**config.mk**
```make
export PLATFORM = sky130hd
export DESIGN_NAME = tmds_link_scheduler
export DESIGN_NICKNAME = d
export VERILOG_FILES = /design/src/rtl/tmds_pkg.sv /design/src/rtl/video_timing_counter.sv /design/src/rtl/tmds_link_scheduler.sv
export SDC_FILE = /design/constraint.sdc
export NUM_CORES = 1
export LEC_CHECK = 0
export CAP_MARGIN = 30
export CORE_MARGIN = 3
export CORE_UTILIZATION = 50
export CTS_CLUSTER_DIAMETER = 150
export DETAILED_ROUTE_END_ITERATION = 10
export DONT_BUFFER_PORTS = 1
export HOLD_SLACK_MARGIN = 0.12
export PLACE_DENSITY = 0.74
export SLEW_MARGIN = 25
export SYNTH_ARGS = -nofsm -noshare
export SYNTH_HDL_FRONTEND = slang
export SYNTH_SLANG_ARGS = --single-unit
```
**constraint.sdc**
```tcl
create_clock -name pixclk -period 5.6 [get_ports pixclk]
set_input_delay 1.68 -clock pixclk [delete_from_list [all_inputs] [get_ports pixclk]]
set_output_delay 1.68 -clock pixclk [all_outputs]
set_load 0.02 [all_outputs]
```
**src/rtl/tmds_pkg.sv**
```systemverilog
// Shared TMDS symbol constants, lane region codes and default 640x480@60 timing.
package tmds_pkg;

  typedef enum logic [1:0] {
    CTRL,
    PREAMBLE,
    GUARD,
    ACTIVE
  } region_t;

  // Per-cycle lane control travelling down the alignment pipeline.
  typedef struct packed {
    region_t region;
    logic    hsync;
    logic    vsync;
  } lane_ctl_t;

  localparam logic [9:0] CTRL_TOKEN [4] = '{
    10'b1101010100,
    10'b0010101011,
    10'b0101010100,
    10'b1010101011
  };

  localparam logic [9:0] VGB_BLUE  = 10'b1011001100;
  localparam logic [9:0] VGB_GREEN = 10'b0100110011;
  localparam logic [9:0] VGB_RED   = 10'b1011001100;

  localparam int DEF_H_ACTIVE = 640;
  localparam int DEF_H_FP     = 16;
  localparam int DEF_H_SYNC   = 96;
  localparam int DEF_H_BP     = 48;
  localparam int DEF_V_ACTIVE = 480;
  localparam int DEF_V_FP     = 10;
  localparam int DEF_V_SYNC   = 2;
  localparam int DEF_V_BP     = 33;

  function automatic logic [9:0] ctrl_token(input logic c1, input logic c0);
    return CTRL_TOKEN[{c1, c0}];
  endfunction

endpackage

```
**src/rtl/video_timing_counter.sv**
```systemverilog
// Pixel timing counters, pixel request timeline, sync levels and per-cycle
// lane region classification on the request timeline.
module video_timing_counter
  import tmds_pkg::*;
#(
  parameter int H_ACTIVE  = DEF_H_ACTIVE,
  parameter int H_FP      = DEF_H_FP,
  parameter int H_SYNC    = DEF_H_SYNC,
  parameter int H_BP      = DEF_H_BP,
  parameter int V_ACTIVE  = DEF_V_ACTIVE,
  parameter int V_FP      = DEF_V_FP,
  parameter int V_SYNC    = DEF_V_SYNC,
  parameter int V_BP      = DEF_V_BP,
  parameter bit SYNC_POL  = 1'b0,
  parameter bit HDMI_MODE = 1'b1,
  parameter int PRE_LEN   = 8,
  parameter int GB_LEN    = 2
) (
  input  logic       pixclk,
  input  logic       rst_n,
  output logic       pix_req,
  output logic [9:0] pix_x,
  output logic [9:0] pix_y,
  output logic       frame_start,
  output logic       line_start,
  output region_t    region,
  output logic       hsync,
  output logic       vsync
);

  localparam int H_TOTAL = H_ACTIVE + H_FP + H_SYNC + H_BP;
  localparam int V_TOTAL = V_ACTIVE + V_FP + V_SYNC + V_BP;

  localparam logic [9:0] H_LAST    = 10'(H_TOTAL - 1);
  localparam logic [9:0] V_LAST    = 10'(V_TOTAL - 1);
  localparam logic [9:0] HA        = 10'(H_ACTIVE);
  localparam logic [9:0] VA        = 10'(V_ACTIVE);
  localparam logic [9:0] HS_START  = 10'(H_ACTIVE + H_FP);
  localparam logic [9:0] HS_END    = 10'(H_ACTIVE + H_FP + H_SYNC);
  localparam logic [9:0] VS_START  = 10'(V_ACTIVE + V_FP);
  localparam logic [9:0] VS_END    = 10'(V_ACTIVE + V_FP + V_SYNC);
  localparam logic [9:0] GB_START  = 10'(H_TOTAL - GB_LEN);
  localparam logic [9:0] PRE_START = 10'(H_TOTAL - GB_LEN - PRE_LEN);

  logic [9:0] h_cnt;
  logic [9:0] v_cnt;
  logic [9:0] v_next;
  logic       run;
  logic       active;
  logic       next_active;

  // run holds the counters at 0,0 for the first cycle after release so that
  // cycle is the first pixel of a frame rather than a reset artefact.
  always_ff @(posedge pixclk) begin
    if (!rst_n) begin
      h_cnt <= '0;
      v_cnt <= '0;
      run   <= 1'b0;
    end else begin
      run <= 1'b1;
      if (run) begin
        if (h_cnt == H_LAST) begin
          h_cnt <= '0;
          v_cnt <= v_next;
        end else begin
          h_cnt <= h_cnt + 10'd1;
        end
      end
    end
  end

  always_comb begin
    v_next      = (v_cnt == V_LAST) ? '0 : v_cnt + 10'd1;
    next_active = (v_next < VA);
    active      = run && (h_cnt < HA) && (v_cnt < VA);

    pix_req     = active;
    pix_x       = active ? h_cnt : '0;
    pix_y       = active ? v_cnt : '0;
    frame_start = run && (h_cnt == '0) && (v_cnt == '0);
    line_start  = run && (h_cnt == '0);

    hsync = ~SYNC_POL;
    vsync = ~SYNC_POL;
    if (run && (h_cnt >= HS_START) && (h_cnt < HS_END)) hsync = SYNC_POL;
    if (run && (v_cnt >= VS_START) && (v_cnt < VS_END)) vsync = SYNC_POL;

    region = CTRL;
    if (active) begin
      region = ACTIVE;
    end else if (run && HDMI_MODE && next_active) begin
      if (h_cnt >= GB_START)       region = GUARD;
      else if (h_cnt >= PRE_START) region = PREAMBLE;
    end
  end

endmodule

```
**src/rtl/tmds_link_scheduler.sv**
```systemverilog
// TMDS link scheduler: aligns region/sync with the encoder latency and muxes
// pixel symbols, control tokens, preamble and guard band onto the three lanes.
module tmds_link_scheduler
  import tmds_pkg::*;
#(
  parameter int H_ACTIVE  = DEF_H_ACTIVE,
  parameter int H_FP      = DEF_H_FP,
  parameter int H_SYNC    = DEF_H_SYNC,
  parameter int H_BP      = DEF_H_BP,
  parameter int V_ACTIVE  = DEF_V_ACTIVE,
  parameter int V_FP      = DEF_V_FP,
  parameter int V_SYNC    = DEF_V_SYNC,
  parameter int V_BP      = DEF_V_BP,
  parameter bit SYNC_POL  = 1'b0,
  parameter bit HDMI_MODE = 1'b1,
  parameter int PRE_LEN   = 8,
  parameter int GB_LEN    = 2,
  parameter int ENC_LAT   = 1
) (
  input  logic       pixclk,
  input  logic       rst_n,
  output logic       pix_req,
  output logic [9:0] pix_x,
  output logic [9:0] pix_y,
  input  logic [9:0] enc_red,
  input  logic [9:0] enc_green,
  input  logic [9:0] enc_blue,
  output logic       enc_de,
  output logic [9:0] TMDS_red,
  output logic [9:0] TMDS_green,
  output logic [9:0] TMDS_blue,
  output logic       frame_start,
  output logic       line_start
);

  if (H_BP < PRE_LEN + GB_LEN) begin : g_bad_back_porch
    $error("tmds_link_scheduler: H_BP must be >= PRE_LEN + GB_LEN");
  end
  if ((ENC_LAT < 0) || (ENC_LAT > 4)) begin : g_bad_enc_lat
    $error("tmds_link_scheduler: ENC_LAT must be within 0..4");
  end

  localparam lane_ctl_t CTL_IDLE = '{region: CTRL, hsync: ~SYNC_POL, vsync: ~SYNC_POL};

  region_t   region;
  logic      hsync;
  logic      vsync;
  lane_ctl_t ctl_now;
  lane_ctl_t ctl_tail;
  logic [9:0] red_d;
  logic [9:0] green_d;
  logic [9:0] blue_d;

  video_timing_counter #(
    .H_ACTIVE (H_ACTIVE),
    .H_FP     (H_FP),
    .H_SYNC   (H_SYNC),
    .H_BP     (H_BP),
    .V_ACTIVE (V_ACTIVE),
    .V_FP     (V_FP),
    .V_SYNC   (V_SYNC),
    .V_BP     (V_BP),
    .SYNC_POL (SYNC_POL),
    .HDMI_MODE(HDMI_MODE),
    .PRE_LEN  (PRE_LEN),
    .GB_LEN   (GB_LEN)
  ) u_timing (
    .pixclk     (pixclk),
    .rst_n      (rst_n),
    .pix_req    (pix_req),
    .pix_x      (pix_x),
    .pix_y      (pix_y),
    .frame_start(frame_start),
    .line_start (line_start),
    .region     (region),
    .hsync      (hsync),
    .vsync      (vsync)
  );

  assign ctl_now = '{region: region, hsync: hsync, vsync: vsync};

  // ENC_LAT stages so the region code meets the encoder output it describes.
  if (ENC_LAT == 0) begin : g_no_delay
    assign ctl_tail = ctl_now;
  end else begin : g_delay
    lane_ctl_t dly [ENC_LAT];

    always_ff @(posedge pixclk) begin
      if (!rst_n) begin
        for (int unsigned i = 0; i < ENC_LAT; i++) dly[i] <= CTL_IDLE;
      end else begin
        dly[0] <= ctl_now;
        for (int unsigned i = 1; i < ENC_LAT; i++) dly[i] <= dly[i-1];
      end
    end

    assign ctl_tail = dly[ENC_LAT-1];
  end

  assign enc_de = (ctl_tail.region == ACTIVE);

  always_comb begin
    red_d   = CTRL_TOKEN[0];
    green_d = CTRL_TOKEN[0];
    blue_d  = ctrl_token(ctl_tail.vsync, ctl_tail.hsync);
    case (ctl_tail.region)
      ACTIVE: begin
        red_d   = enc_red;
        green_d = enc_green;
        blue_d  = enc_blue;
      end
      PREAMBLE: green_d = CTRL_TOKEN[1];
      GUARD: begin
        red_d   = VGB_RED;
        green_d = VGB_GREEN;
        blue_d  = VGB_BLUE;
      end
      default: ;
    endcase
  end

  always_ff @(posedge pixclk) begin
    if (!rst_n) begin
      TMDS_red   <= CTRL_TOKEN[0];
      TMDS_green <= CTRL_TOKEN[0];
      TMDS_blue  <= ctrl_token(~SYNC_POL, ~SYNC_POL);
    end else begin
      TMDS_red   <= red_d;
      TMDS_green <= green_d;
      TMDS_blue  <= blue_d;
    end
  end

endmodule

```
== Word-level counts from Yosys, hierarchy flattened ==
Memory sizes are Yosys's and may differ from the RTL's.
Cells that the tools add are included.

* Add/sub/neg operators: 2
* Multiply operators: 0
* Div/mod/pow operators: 0
* Order comparisons: 10
* Eq/ne operators: 5
* Shifts and indexed selects: 0
* Multiplexer cells: 20
* Bitwise logic cells: 1
* Reduce and logical (&&, ||, !) cells: 13

{| class="wikitable"
|+ Operators by type and width
! cell !! count
|-
| 10-bit two-way mux || 6
|-
| 10-bit one-hot mux with 2 select lines || 2
|-
| 10-bit >= comparator (second input constant) || 3
|-
| 10-bit by 9-bit less-than comparator with 1-bit output (second input constant) || 3
|-
| 10-bit one-hot mux with 3 select lines || 1
|-
| 10-bit by 1-bit adder with 10-bit output (second input constant) || 2
|-
| 10-bit binary-select mux with 2-bit select || 1
|-
| 10-bit equality test (second input constant) || 2
|-
| 10-bit zero test || 2
|-
| 10-bit less-than comparator (second input constant) || 2
|-
| 10-bit by 9-bit >= comparator with 1-bit output (second input constant) || 1
|-
| 1-bit logical AND || 9
|-
| 1-bit two-way mux || 6
|-
| 2-bit two-way mux || 3
|-
| 2-bit equality test (second input constant) || 2
|-
| 4-bit two-way mux || 1
|-
| 4-bit OR reduction || 1
|-
| 3-bit >= comparator (second input constant) || 1
|-
| 2-bit inverter with 3-bit output || 1
|-
| 2-bit by 1-bit equality test with 1-bit output (second input constant) || 1
|-
| 2-bit AND reduction || 1
|}

* Bits in registers: 51
* Latch bits: 0
* Bits in writable memories: 4
* ROM bits: 0
* Bits of input ports: 32
* Output and inout bits: 54
* Logic and storage cells: 58
* Memories: 1

{| class="wikitable"
|+ Memories
! name !! words !! width !! rd ports !! clocked after Yosys merged registers in !! wr ports !! RTL line !! RTL
|-
| g_delay.dly || 1 || 4 || 1 || 0 || 1 || tmds_link_scheduler.sv:86 || <nowiki>lane_ctl_t dly [ENC_LAT];</nowiki>
|}

== Longest topological paths before layout ==
Gate-level depths: netlist of the first run.

* Word-level depth: 7
* Gate-level depth with buffers: 7
* Depth with buffers taken out: 6

== Hierarchy ==
Synthesis of the first run repeated with hierarchy kept, for this count alone.

* Cells, all modules: 325
* Area, all modules: 2766.4 µm²

{| class="wikitable"
|+ Modules (own cells, without submodules)
! module !! instances !! cells each !! area an instance (µm²) !! sequential area each (µm²)
|-
| video_timing_counter || 1 || 201 || 1514.0 || 420.4
|-
| tmds_link_scheduler || 1 || 124 || 1252.5 || 680.7
|}

== Worst setup path after synthesis of the first run ==
Ideal clock, no wire load.

* Kind: flip-flop to output port
* Start point: register u_timing.h_cnt[4]
* End point: output frame_start
* Data arrival time: 1.441 ns
* Data required time: 3.920 ns
* Path slack: 2.479 ns
* Stages on the path, launching flop included: 5
* Path buffers: 1
* Path through: dfxtp_1 clkbuf_1 nor4b_1 and4_1 and4b_1

* Cells in the longest elaborated chain, start to end: 3

{| class="wikitable"
|+ Ends and longest elaborated chain
! element !! RTL line !! RTL
|-
| from (decl) || video_timing_counter.sv:45 || <nowiki>logic [9:0] h_cnt;</nowiki>
|-
| from (signal assigned) || video_timing_counter.sv:66 || <nowiki>h_cnt <= h_cnt + 10'd1;</nowiki>
|-
| 10-bit zero test || -- ||
|-
| 1-bit logical AND || -- ||
|-
| via line_start || tmds_link_scheduler.sv:33 || <nowiki>output logic line_start</nowiki>
|-
| 1-bit logical AND || video_timing_counter.sv:80 || <nowiki>frame_start = run && (h_cnt == '0) && (v_cnt == '0);</nowiki>
|-
| to (decl) || tmds_link_scheduler.sv:32 || <nowiki>output logic frame_start,</nowiki>
|}

The timed path passes the listed nets, and every way through them passes these cells.

== Final worst setup path of the first run ==
* Start point: register u_timing.h_cnt[7]
* End point: output pix_x[5]

* Cells in the longest elaborated chain, start to end: 4

{| class="wikitable"
|+ Ends and longest elaborated chain
! element !! RTL line !! RTL
|-
| 10-bit less-than comparator || video_timing_counter.sv:75 || <nowiki>active = run && (h_cnt < HA) && (v_cnt < VA);</nowiki>
|-
| 1-bit logical AND (2 in series) || video_timing_counter.sv:75 ||
|-
| via pix_req || tmds_link_scheduler.sv:22 || <nowiki>output logic pix_req,</nowiki>
|-
| 10-bit two-way mux || video_timing_counter.sv:78 || <nowiki>pix_x = active ? h_cnt : '0;</nowiki>
|-
| to (decl) || tmds_link_scheduler.sv:23 || <nowiki>output logic [9:0] pix_x,</nowiki>
|}

The timed path passes the listed nets, and every way through them passes these cells.

==> reports/results.ini, run 1 <==
[status]
status=completed

[route]
postRouteAntennaNets=0
vias_per_cell=5.61
wl_mm=5.31
drt_iter0_markers=73
dr_total_vias=1976
first_pass_iters=4
wl_per_cell_um=15.1
drcViolationCount=0

[grt]
gr-usage-met3_pct=6.73
antenna_found_initial=0
track_usage_pct=18.1
top_usage_layer=met2
grtUsageMet1_pct=21.0
grt_max_degree=33
grt_pass1_vias=1834
grt-ovfl-total=0
grt_pass1_wl_mm=8.83
met2_usage_pct=30.5

[cts]
cts_tree=yes
cts_resized=0
root_buffer=clkbuf_8
hold_buffers=0
cts_max_path_buffers=2
postCtsSetupRepairBufs=0
cts_num_sinks=55
h-tree-depth=2
clock_latency_ns=0.30
cts_made_buffers=5
clkTransAtPathRegs_ns=0.09

[logic_synthesis]
ys_seq_area_share_pct=43.1
syn_inst=295
yosysUniqueCellTypes=48
synthTopCellsByArea=dfxtp_1 43%, and2_1 4.9%, ha_1 4.9%
synth-edff-count=0
synthSimpleGateAreaFrac_pct=29.9
synth_top_family_by_area=simple AND/OR/NAND/NOR gates
syn-cell-area_sq_um=2550
synth_seq_cells=55
synth.most_common_cell=dfxtp_1
synthAdderAreaFrac_pct=4.90
synthMuxAreaShare_pct=0.392
ys.flop_type=dfxtp_1
yosys_warnings=0
synth_area_per_cell_sq_um=8.66
synth_top_area_share_pct=43.1
synth_compound_area_share_pct=11.8
synthArstFlopShare_pct=0
yosysTopAreaCell=dfxtp_1
synthXorXnorAreaFrac_pct=3.77
synth_common_cells=55 x dfxtp_1, 29 x nand2_1, 26 x nor2_1, 20 x a21oi_1, 20 x and2_1
synth_nets=337

[timing]
layout_min_cycle_time_ns=3.66
finalCritPeriodShare_pct=65.4
rsz0062_at_grt=false
slew_violations=0
finalWorstSetupSlack_ns=1.94
worst_slew_pin_slew_ns=0.759
final.setup_skew_ns=0.00687
setup_tns_ns=0
slew_headroom_pct=49.4
finalSetupViolCount=0
hold_viol_final=0
fmax_mhz=273

[floorplan]
coreArea_sq_um=4820
dieHeight_um=77.5
rows=25
io_pins=86
start_util_pct=53.0
dieWidth_um=77.5
die_area_sq_um=6000

[pwr]
switching_share_pct=22.0
combPwrFrac_pct=5.1
p_seq_share_pct=55.4
p_int_mw=0.595
switchingPower_mw=0.168
power.density_nw_per_um2=285
irDropWorstVdd_uv=182
p_clk_share_pct=39.5
p_leak_nw=1.02

[setup_path]
critPathLaunchType=register
cp.required_ns=3.92
critical_path_class=register to output pin
worstPathArrival_ns=1.98
critPathCaptureType=output pin
cp_max_fo=21

[placement]
pre_cts_slack_ns=2.24
gp_congestion=0.817
dp_hpwl_mm=3.76
io_buffers=0

[finish]
postLayoutCoreUtil_pct=55.6
antennaDiodeCount=0
syn_to_final_growth_pct=4.80
finalNetCount=326
layout-drive-gt1-share_pct=5.26

[min_path]
hp-class=register to register

[job]
cap_violations=0

through the flow:
step / instances / power (mW) / instance area, sq um / hold slack, ns
after CTS: 352 / 0.769 / 2680 / 0.513
after global routing: 352 / 0.791 / 2680 / 0.522
after global placement: 344 / 0.470 / 2540 / 0.505
after detailed placement: 344 / 0.471 / 2540 / 0.504
final: 352 / 0.762 / 2680 / 0.507
after floorplan: 295 / 0.465 / 2550 / 0.476
cell usage in the layout, fill, tap and decap left out, types with 7 or more instances in the layout:
cell type  synthesis  routed
nor2_1            26      26
xor2_1             7       7
dfxtp_1           55      55
nand3_1           10      10
inv_1             14      14
and2_1            20      20
and3_1             7       7
a21oi_1           20      20
nand2_1           29      29
o21ai_0           11      11
ha_1              10      10
power by group through the flow:
stage                     clock [mW]  combinational (mW)  sequential, mW
final                          0.302              0.0389           0.422
after CTS                      0.307              0.0396           0.422
after global routing           0.323              0.0446           0.424
after global placement             0              0.0385           0.431
after floorplan                    0              0.0373           0.427
after detailed placement           0              0.0393           0.432
metal layers:
layer	vias up	wire length, um
met1	893	2280
li1	992	-
met4	0	66
met5	-	0
met3	6	505
met2	85	2450
worst paths after layout:
| path | start | to | slack, ns | depth (start not counted) |
|---|---|---|---|---|
| worst max-delay path | u_timing.h_cnt[7] | pix_x[5] | 1.94 | 3 |
| worst min-delay path | g_delay.dly[0][2] | TMDS_green[8] | 0.51 | 2 |
| worst max register to register | u_timing.h_cnt[1] | u_timing.v_cnt[7] | 3.60 | 5 |
| worst min register to register | g_delay.dly[0][2] | TMDS_green[8] | 0.51 | 2 |
worst max-delay path: stages (launching register included):
cell and delay [ns]:
dfxtp_1 0.40, o21ai_0 0.20, and4_1 0.72, and2_1 0.35
final cells by class:
cell class	count	area [sq um]
well taps	67	83.8
repair buffers	1	7.51
multi-input cells	207	1300
fillers	444	2140
flip-flops and latches	55	1100
clock inverters	2	60.1
clock buffers	6	72.6
inverters	14	52.6
registers in the layout, summed over array words and instances (netlist names):
name and cells:
u_timing.v_cnt 10, u_timing.h_cnt 10, u_timing.run 1, TMDS_red 10, TMDS_blue 10, g_delay.dly 4
TMDS_green 10
kinds of logic after synthesis:
| logic type | after synthesis |
|---|---|
| other | 1 |
| adder cells (fa/ha/maj) | 10 |
| AND/OR/NAND/NOR | 135 |
| flip-flops | 55 |
| buffers and inverters | 33 |
| multiplexers | 1 |
| XOR/XNOR | 11 |
| AO/OA/AOI/OAI | 49 |
Note: power is estimated with default switching activity, not from simulation.
==> run 2, diff against run 1 <==
PLACE_DENSITY = 0.77   (was 0.74)
clock period = 3.29 ns   (was 5.6 ns; I/O delays follow)
==> run 2 against run 1 <==
Power increased by 54%. Final area decreased by 0.98%. Register-to-register slack got worse by 2.4 ns. Highest routed layer unchanged. Count of clock-buffer cells in the layout unchanged. Worst setup slack got worse by 1.5 ns. Critical path depth decreased by 1. Combinational power increased by 73%. Hold slack improved by 0.015 ns. Global-route usage decreased by 0.18 points. Via count increased by 0.61%. Critical path type unchanged.
==> reports/results.ini, run 2 (same netlist as run 1, synthesis figures left out) <==
[finish]
mostFrequentLayoutCell=dfxtp_1
multi_input_area_sq_um=1300  ; unchanged
final_area_sq_um=2650  ; -0.98%
n_fill_cell=465  ; +4.7%
layout-drive-gt1-share_pct=5.94  ; +0.68 points
seqCellArea_sq_um=1100  ; unchanged
postLayoutCoreUtil_pct=55.0  ; -0.55 points
finalNetCount=327  ; +0.31%
syn_to_final_growth_pct=3.77
antennaDiodeCount=0  ; unchanged
layout_common_cells=55 x dfxtp_1, 29 x nand2_1, 26 x nor2_1, 20 x and2_1, 20 x a21oi_1

[floorplan]
coreArea_sq_um=4820  ; unchanged
io_pins=86  ; unchanged
start_util_pct=53.0  ; unchanged
dieWidth_um=77.5  ; unchanged
die_area_sq_um=6000  ; unchanged
dieHeight_um=77.5  ; unchanged
rows=25  ; unchanged

[timing]
finalCritPeriodShare_pct=87.9
slew_violations=0  ; unchanged
layout_min_cycle_time_ns=2.89
holdWs_ns=0.523  ; +0.0153 ns
final.setup_skew_ns=0.00533  ; -0.00154 ns
fmax_mhz=346
finalSetupViolCount=0  ; unchanged
finalWorstSetupSlack_ns=0.400  ; -1.54 ns
slew_headroom_pct=53.0  ; +3.6 points
rsz0062_at_grt=false
setup_tns_ns=0  ; unchanged
worst_slew_pin_slew_ns=0.705  ; -0.0549 ns
hold_viol_final=0  ; unchanged

[route]
wl_met2_mm=2.52  ; +2.6%
postRouteAntennaNets=0  ; unchanged
vias_per_cell=5.63  ; +0.32%
drt_iter0_markers=52  ; -29%
wl_per_cell_um=15.3  ; +1.3%
top_layer=met4
dr_total_vias=1988  ; +0.61%
wl_mm=5.39  ; +1.6%
met1_length_mm=2.36  ; +3.3%
first_pass_iters=4  ; unchanged
wl_met3_um=485  ; -4.0%
drcViolationCount=0  ; unchanged

[placement]
dp_hpwl_mm=3.85  ; +2.4%
io_buffers=0  ; unchanged
pre_cts_slack_ns=0.766  ; -1.47 ns
placed_area_sq_um=2550  ; +0.30%
gp_congestion=0.798  ; -2.3%

[cts]
cts_resized=0  ; unchanged
clkTransAtPathRegs_ns=0.09  ; about the same
h-tree-depth=2  ; unchanged
hold_buffers=0  ; unchanged
root_buffer=clkbuf_8
cts_tree=yes
clock_latency_ns=0.30  ; about the same
cts_max_path_buffers=2  ; unchanged
cts_num_sinks=55  ; unchanged
postCtsSetupRepairBufs=0  ; unchanged
cts_made_buffers=5  ; unchanged

[setup_path]
critPathLaunchType=register
critical_path_class=register to output pin
critical_path.max_stage_delay_ns=0.66  ; -0.06 ns
cp_max_fo=21  ; unchanged
cp_top_family=simple AND/OR/NAND/NOR gates
crit_slowest_cell=and4_1
path_cells=and4_1 > and2_1
critPathCaptureType=output pin
crit_cells=2  ; -1
cp_num_buf_inv=0  ; unchanged
cp.required_ns=2.30  ; -1.62 ns
cp-startpoint=u_timing.run
worstPathArrival_ns=1.90  ; -0.08 ns
r2r_start=u_timing.run
r2r_cells=4  ; -1

[min_path]
holdPathStages=2  ; unchanged
hold_start=g_delay.dly[0][2]
hp-class=register to register

[grt]
grt-ovfl-total=0  ; unchanged
antenna_found_initial=0  ; unchanged
grt_pass1_wl_mm=8.76  ; -0.86%
track_usage_pct=17.9  ; -0.18 points
grt_max_degree=33  ; unchanged
grt_pass1_vias=1782  ; -2.8%

[status]
status=completed

[pwr]
irDropWorstVdd_uv=176  ; -3.3%
power.density_nw_per_um2=441  ; +55%
p_leak_nw=1.01  ; -1.3%

[job]
cap_violations=0  ; unchanged

-- run 2: cell types whose count changed in the layout (fill, tap and decap cells not counted) --
cell        change
bufinv_16       -2
clkbuf_1        -1
clkinv_4        +1
clkinvlp_4      +1
buf_4           +1
clkbuf_8        +1
-- run 2: metrics by stage --
| step | instances | total power [mW] |
|---|---|---|
| after detailed placement | 345 | 0.803 |
| after floorplan | 295 | 0.791 |
| after CTS | 353 | 1.19 |
| after global placement | 345 | 0.800 |
| after global routing | 353 | 1.22 |
| final | 353 | 1.17 |
-- run 2: area by class of cell --
type                            count  share of cell area (%)
Multi-Input combinational cell    207                    49.0
Sequential cell                    55                    41.5
Tap cell                           67                    3.16
Clock buffer                        6                    3.11
Inverter                           14                    1.98
Clock inverter                      2                   0.613
Timing Repair Buffer                2                   0.566
-- run 2: tightest hold or removal path, cell delays in order (launching register included) --
cell and delay [ns]:
dfxtp_1 0.36, nand3_1 0.08, nand2_1 0.05
-- run 2: power breakdown --
| group | switching, mW | total (mW) | internal, mW |
|---|---|---|---|
| Clock | 0.212 | 0.384 | 0.172 |
| Sequential | 0.0333 | 0.719 | 0.686 |
| Combinational | 0.0441 | 0.0674 | 0.0233 |
-- run 2: path summary, 6_finish.rpt --
check	end	slack, ns
setup / recovery	pix_x[6]	0.40
hold / removal	TMDS_green[8]	0.52
setup reg to reg	u_timing.v_cnt[7]	1.24
hold reg to reg	TMDS_green[8]	0.52
-- run 2: per-layer routing --
layer / vias to the layer above / track usage (%)
met2: 83 / 28.8
met5: - / 0
li1: 989 / -
met4: 0 / 6.41
met1: 914 / 22.2
met3: 2 / 6.26
==> run 3, diff against run 2 <==
SLEW_MARGIN = not set   (was 25)
==> results of run 3 <==
No change in the layout: final DEF, timing and power equal those of run 2.
